$ cat src/rtl/uart_tx_arbiter.sv
// Two-requester packet arbiter in front of a UART transmitter: round-robin on ties, packets never interleaved.
// Optional stall timeout enabled by defining UART_ARB_TIMEOUT_EN.
module uart_tx_arbiter #(
    parameter int unsigned TO_CYCLES = 1023
) (
    input  logic       wb_clk_i,
    input  logic       wb_rst_i,
    input  logic       req0_valid,
    input  logic [7:0] req0_data,
    input  logic       req0_last,
    output logic       req0_ready,
    input  logic       req1_valid,
    input  logic [7:0] req1_data,
    input  logic       req1_last,
    output logic       req1_ready,
    output logic       tx_valid,
    output logic [7:0] tx_data,
    input  logic       tx_ready,
    output logic [1:0] grant,
    output logic       timeout_irq
);

    typedef enum logic [1:0] {
        IDLE = 2'd0,
        GNT0 = 2'd1,
        GNT1 = 2'd2
    } state_t;

    state_t state, state_nxt;
    logic   last_gnt, last_gnt_nxt;
    logic   own_valid;
    logic   own_last;
    logic   xfer_last;
    logic   to_hit;

    if (TO_CYCLES < 1 || TO_CYCLES > 65535) begin : g_to_range
        $error("uart_tx_arbiter: TO_CYCLES must be within 1..65535");
    end

    // The granted requester is wired straight through; everyone else sees ready low.
    always_comb begin
        grant      = 2'b00;
        tx_valid   = 1'b0;
        tx_data    = 8'h00;
        req0_ready = 1'b0;
        req1_ready = 1'b0;
        own_valid  = 1'b0;
        own_last   = 1'b0;
        case (state)
            GNT0: begin
                grant      = 2'b01;
                tx_valid   = req0_valid;
                tx_data    = req0_data;
                req0_ready = tx_ready;
                own_valid  = req0_valid;
                own_last   = req0_last;
            end
            GNT1: begin
                grant      = 2'b10;
                tx_valid   = req1_valid;
                tx_data    = req1_data;
                req1_ready = tx_ready;
                own_valid  = req1_valid;
                own_last   = req1_last;
            end
            default: ;
        endcase
    end

    assign xfer_last = tx_valid && tx_ready && own_last;

`ifdef UART_ARB_TIMEOUT_EN
    logic [15:0] stall_cnt;
    logic        irq_q;

    assign to_hit = (state != IDLE) && (stall_cnt == 16'(TO_CYCLES));

    // Counter is held at zero in IDLE, so every new grant starts from a clean count.
    always_ff @(posedge wb_clk_i) begin
        if (wb_rst_i) begin
            stall_cnt <= 16'd0;
            irq_q     <= 1'b0;
        end else begin
            irq_q <= to_hit && !xfer_last;
            if (state == IDLE || own_valid) begin
                stall_cnt <= 16'd0;
            end else begin
                stall_cnt <= stall_cnt + 16'd1;
            end
        end
    end

    assign timeout_irq = irq_q;
`else
    assign to_hit      = 1'b0;
    assign timeout_irq = 1'b0;
`endif

    always_comb begin
        state_nxt    = state;
        last_gnt_nxt = last_gnt;
        case (state)
            IDLE: begin
                if (req0_valid && req1_valid) begin
                    state_nxt = last_gnt ? GNT0 : GNT1;
                end else if (req0_valid) begin
                    state_nxt = GNT0;
                end else if (req1_valid) begin
                    state_nxt = GNT1;
                end
            end
            GNT0: begin
                if (xfer_last || to_hit) begin
                    state_nxt    = IDLE;
                    last_gnt_nxt = 1'b0;
                end
            end
            GNT1: begin
                if (xfer_last || to_hit) begin
                    state_nxt    = IDLE;
                    last_gnt_nxt = 1'b1;
                end
            end
            default: state_nxt = IDLE;
        endcase
    end

    // last_gnt resets to 1 so requester 0 wins the first tie.
    always_ff @(posedge wb_clk_i) begin
        if (wb_rst_i) begin
            state    <= IDLE;
            last_gnt <= 1'b1;
        end else begin
            state    <= state_nxt;
            last_gnt <= last_gnt_nxt;
        end
    end

endmodule
$ cat config.mk
export PLATFORM = sky130hd
export DESIGN_NAME = uart_tx_arbiter
export DESIGN_NICKNAME = d
export VERILOG_FILES = /design/src/rtl/uart_tx_arbiter.sv
export SDC_FILE = /design/constraint.sdc
export NUM_CORES = 1
export LEC_CHECK = 0
export CAP_MARGIN = 20
export CORE_UTILIZATION = 29
export DETAILED_ROUTE_END_ITERATION = 6
export HOLD_SLACK_MARGIN = 0.05
export PLACE_DENSITY = 0.74
export SYNTH_ARGS = -nofsm -noshare
export SYNTH_HDL_FRONTEND = slang
export SYNTH_SLANG_ARGS = --single-unit
$ cat constraint.sdc
create_clock -name wb_clk_i -period 2.17 [get_ports wb_clk_i]
set_input_delay 0.3255 -clock wb_clk_i [delete_from_list [all_inputs] [get_ports wb_clk_i]]
set_output_delay 0.3255 -clock wb_clk_i [all_outputs]
set_load 0.02 [all_outputs]
* Yosys cells after proc, flatten, opt, wreduce, memory -nomap -nowiden
Cells that the tools add are included.
** Word-level totals
- Output and inout bits :: 14
- Word-level logic and storage cells :: 31
- Input port bits :: 23
- Bits in registers :: 3
** Cells by class
- Multiplexer cells :: 15
- Reductions and logical operators :: 8
- Eq/ne operators :: 6
** Operator list (number)
- $pmux 8 s2 :: 1
- $mux 2 :: 5
- $pmux 2 s2 :: 2
- $pmux 1 s2 :: 3
- $mux 1 :: 4
- $ne 2x2->1 const B :: 2
- $ne 4x4->1 const B :: 1
- $logic_and 1x1->1 :: 3
- $reduce_and 3->1 :: 1
- $eq 2x1->1 const B :: 1
- $eq 2x2->1 const B :: 1
- $logic_not 2->1 :: 1
- $ne 2x1->1 const B :: 1
- $reduce_and 2->1 :: 1
- $reduce_bool 2->1 :: 1
- $reduce_or 2->1 :: 1

* Depth between registers and ports, before layout
- Word-level depth :: 6
- Gate-level depth with buffers :: 6
- Mapped depth without buffers :: 6

* Least setup slack after synthesis
OpenSTA, ideal clock, no wires.
- Path kind :: register -> output
- Start point :: reg state[0]
- End point :: out tx_data[0]
- Data required time :: 1.845 ns
- Slack :: 0.565 ns
- Data arrival time :: 1.279 ns
- Path buffers :: 1
- Stages on the path, launching flop included :: 6
- Path through :: dfxtp_1 > inv_1 > ha_1 > clkbuf_1 > a22oi_1 > nor2_1
** On the way
- Longest elaborated chain between the ends :: 2
- Elaborated cells on any way between the ends :: 3
- Those cells by class :: 2 x eq/ne; 1 x mux
** Ends and longest elaborated chain
- from (decl) :: RTL line 29 : state_t state, state_nxt;
- from (signal assigned) :: RTL line 134 : state <= state_nxt;
- $eq 2x2->1 or $eq 2x1->1 (tied branches) :: RTL line 49 : case (state)
- $pmux 8 s2 * :: RTL line 49
- to (decl) :: RTL line 17 : output logic [7:0] tx_data,
Every way passes the cells marked *; elsewhere a longest branch is shown, timed or not.

* Worst setup path in the final report
- Start point :: reg state[0]
- End point :: out req1_ready
** On the way
- Longest elaborated chain between the ends :: 2
** Ends and longest elaborated chain
- $eq 2x2->1 :: RTL line 49
- $mux 1 :: RTL line 49
- to (decl) :: RTL line 15 : output logic req1_ready,
Every way passes these cells.

==> results.json <==
{
  "setup_viol": 0,
  "layout_common_cells": "26 x clkdlybuf4s50_1, 9 x a22oi_1, 9 x dlygate4sd2_1, 8 x nor2_1, 5 x inv_1",
  "cts_max_path_buffers": 2,
  "synth.distinct_cells": 21,
  "clkSinkCount": 3,
  "clkLatencyLatePin_ns": 0.23,
  "grt_util_all_layers": 0.1784,
  "p_per_area_nw_per_um2": 1113,
  "nets": 123,
  "yosysWarnings": 0,
  "syn_area_um2": 407.9,
  "whs_path_depth": 1,
  "leakage_nw": 0.3327,
  "crit_arrival_ns": 1.76,
  "finalWorstSetupSlack_ns": 0.08028,
  "die_area_um2": 1561,
  "hold_path.class": "flop to flop",
  "outcome": "finished clean",
  "io_pins": 37,
  "die_x_um": 39.51,
  "finalHoldViolCount": 0,
  "wl_um": 1197,
  "fp.dieH_um": 39.51,
  "syn_inst": 55,
  "maxCapViolCount": 0,
  "antenna_found_initial": 0,
  "cts.htree.levels": 1,
  "drt_first_pass_iters": 4,
  "wl_per_cell_um": 10.98,
  "clkTransAtPathRegs_ns": 0.04,
  "start_util": 0.3135,
  "crit_required_ns": 1.84,
  "path_class": "flop to primary output",
  "final_common_cell": "clkdlybuf4s50_1",
  "grt_pass1_vias": 471,
  "startpoint_type": "flop",
  "ys_ff_latch": 3,
  "multi_input_area_um2": 315.3,
  "drt_iter0_markers": 8,
  "grt_start_max_net_pins": 13,
  "port_buffers": 35,
  "seq_area_frac_synth": 0.1472,
  "regArea_um2": 60.06,
  "drc": 0,
  "hpwl_um": 990.4,
  "worstSetupEndpointType": "primary output",
  "cts_tree": "built",
  "num_rows": 13,
  "fin_crit_sh": 0.9630,
  "r2r.worst_path.cells": 7,
  "place_congestion": 0.6411,
  "syn_nets": 83,
  "coreArea_um2": 1301,
  "syn_avg_cell_area_um2": 7.416,
  "slew_violations": 0,
  "antenna_left": 0,
  "fin_crit_ns": 2.090,
  "area_growth_pct": 96.32,
  "clock-root-buffer": "clkbuf_4",
  "cts_made_buffers": 3,
  "ir_drop_mv": 0.4859,
  "r2r_setup_slack_ns": 0.36,
  "drive_gt1_frac": 0.08511,
  "holdBufCountCts": 0,
  "grt_pass1_wl_um": 1925,
  "crit_path_max_fanout": 12,
  "fill_cells": 128,
  "vias": 527,
  "n_antenna_cell": 0,
  "skew_ns": 0.006016,
  "post-cts-setup-buffers": 0,
  "via_per_inst": 4.835,
  "setup_tns_ns": 0,
  "max_freq_mhz": 478.5,
  "gr-total-overflow": 0,
  "place_ws_ns": 0.1167,
  "rsz0062_at_grt": "no"
}
## path summary, 6_finish.rpt
kind,start,endpoint
max,state[0]$_SDFFE_PP0P_,req1_ready
min,last_gnt$_SDFFE_PP1P_,last_gnt$_SDFFE_PP1P_
max reg2reg,state[0]$_SDFFE_PP0P_,last_gnt$_SDFFE_PP1P_
min reg2reg,last_gnt$_SDFFE_PP1P_,last_gnt$_SDFFE_PP1P_
## sequential cells by signal, summed over array words and instances, names as in the netlist
name      cells
last_gnt      1
state         2
## area by class of cell
cell class / instances / area share
tap: 15 / 0.02344
multi-input combinational: 44 / 0.3937
timing repair buffer: 38 / 0.4516
sequential: 3 / 0.07500
clock buffer: 4 / 0.03281
inverter: 5 / 0.02344
## layer usage
metal | routed length (um) | track usage | share of wire | up-vias
li1 | - | - | - | 272
met1 | 546 | 0.2500 | 0.46 | 229
met2 | 572 | 0.2746 | 0.48 | 26
met3 | 77 | 0.02841 | 0.064 | 0
met4 | 0 | 0.05172 | 0 | 0
met5 | 0 | 0 | 0 | -
## power breakdown
part | switching, mW | internal [mW] | leakage, nW
Sequential | 0.0148 | 0.0755 | 0.0245
Combinational | 0.407 | 0.298 | 0.293
Clock | 0.0268 | 0.0688 | 0.0150
Total | 0.449 | 0.442 | 0.333
## worst max-delay path, cell delays in order (launching register included)
cell	delay, ns
dfxtp_1	0.32
inv_1	0.12
ha_2	0.32
and2_1	0.16
clkdlybuf4s50_1	0.61
## repair_timing
| action | CTS | global route |
|---|---|---|
| resized for setup | 10 | 0 |
| endpoints found under the hold margin | 0 | 0 |
| setup endpoints to repair | 10 | 0 |
## cell families (layout without fill, tap and decap cells)
kind of cell	count (synthesis)	after routing	share of synthesized area
AOI/OAI and AO/OA	17	17	0.3527
other	1	1	0.009194
and+or+nand+nor	21	21	0.2515
adders and majority gates	5	5	0.1534
buffers and inverters	8	47	0.08588
DFF	3	3	0.1472
## metrics by stage
stage               utilization  std cells  power (mW)  hold WS, ns  cell area, um^2
detailed placement       0.6019        105      0.8156       0.4730            783.3
floorplan                     -         55      0.5554       0.4263            407.9
global placement         0.6019        105      0.8194       0.4703            783.3
finish                   0.6154        109      0.8914       0.4913            800.8
CTS                      0.6154        109      0.8969       0.4911            800.8
global route             0.6154        109      0.9688       0.5339            800.8
## cell usage after synthesis, drive strengths merged
master	n	area, um^2
nand2	3	11.26
o21ai	1	5.000
nor3b	1	7.510
inv	5	18.77
o221ai	1	8.760
a2111oi	1	27.53
nand2b	2	12.51
buf	2	12.51
dfxtp	3	60.06
nor2	8	30.03
o31ai	2	15.01
and2	3	18.77
clkbuf	1	3.750
conb	1	3.750
nor2b	2	12.51
a21oi	2	10.01
a22oi	9	67.56
a221o	1	10.01
nand3	2	10.01
ha	5	62.56
Note: power is estimated with default switching activity, not from simulation.
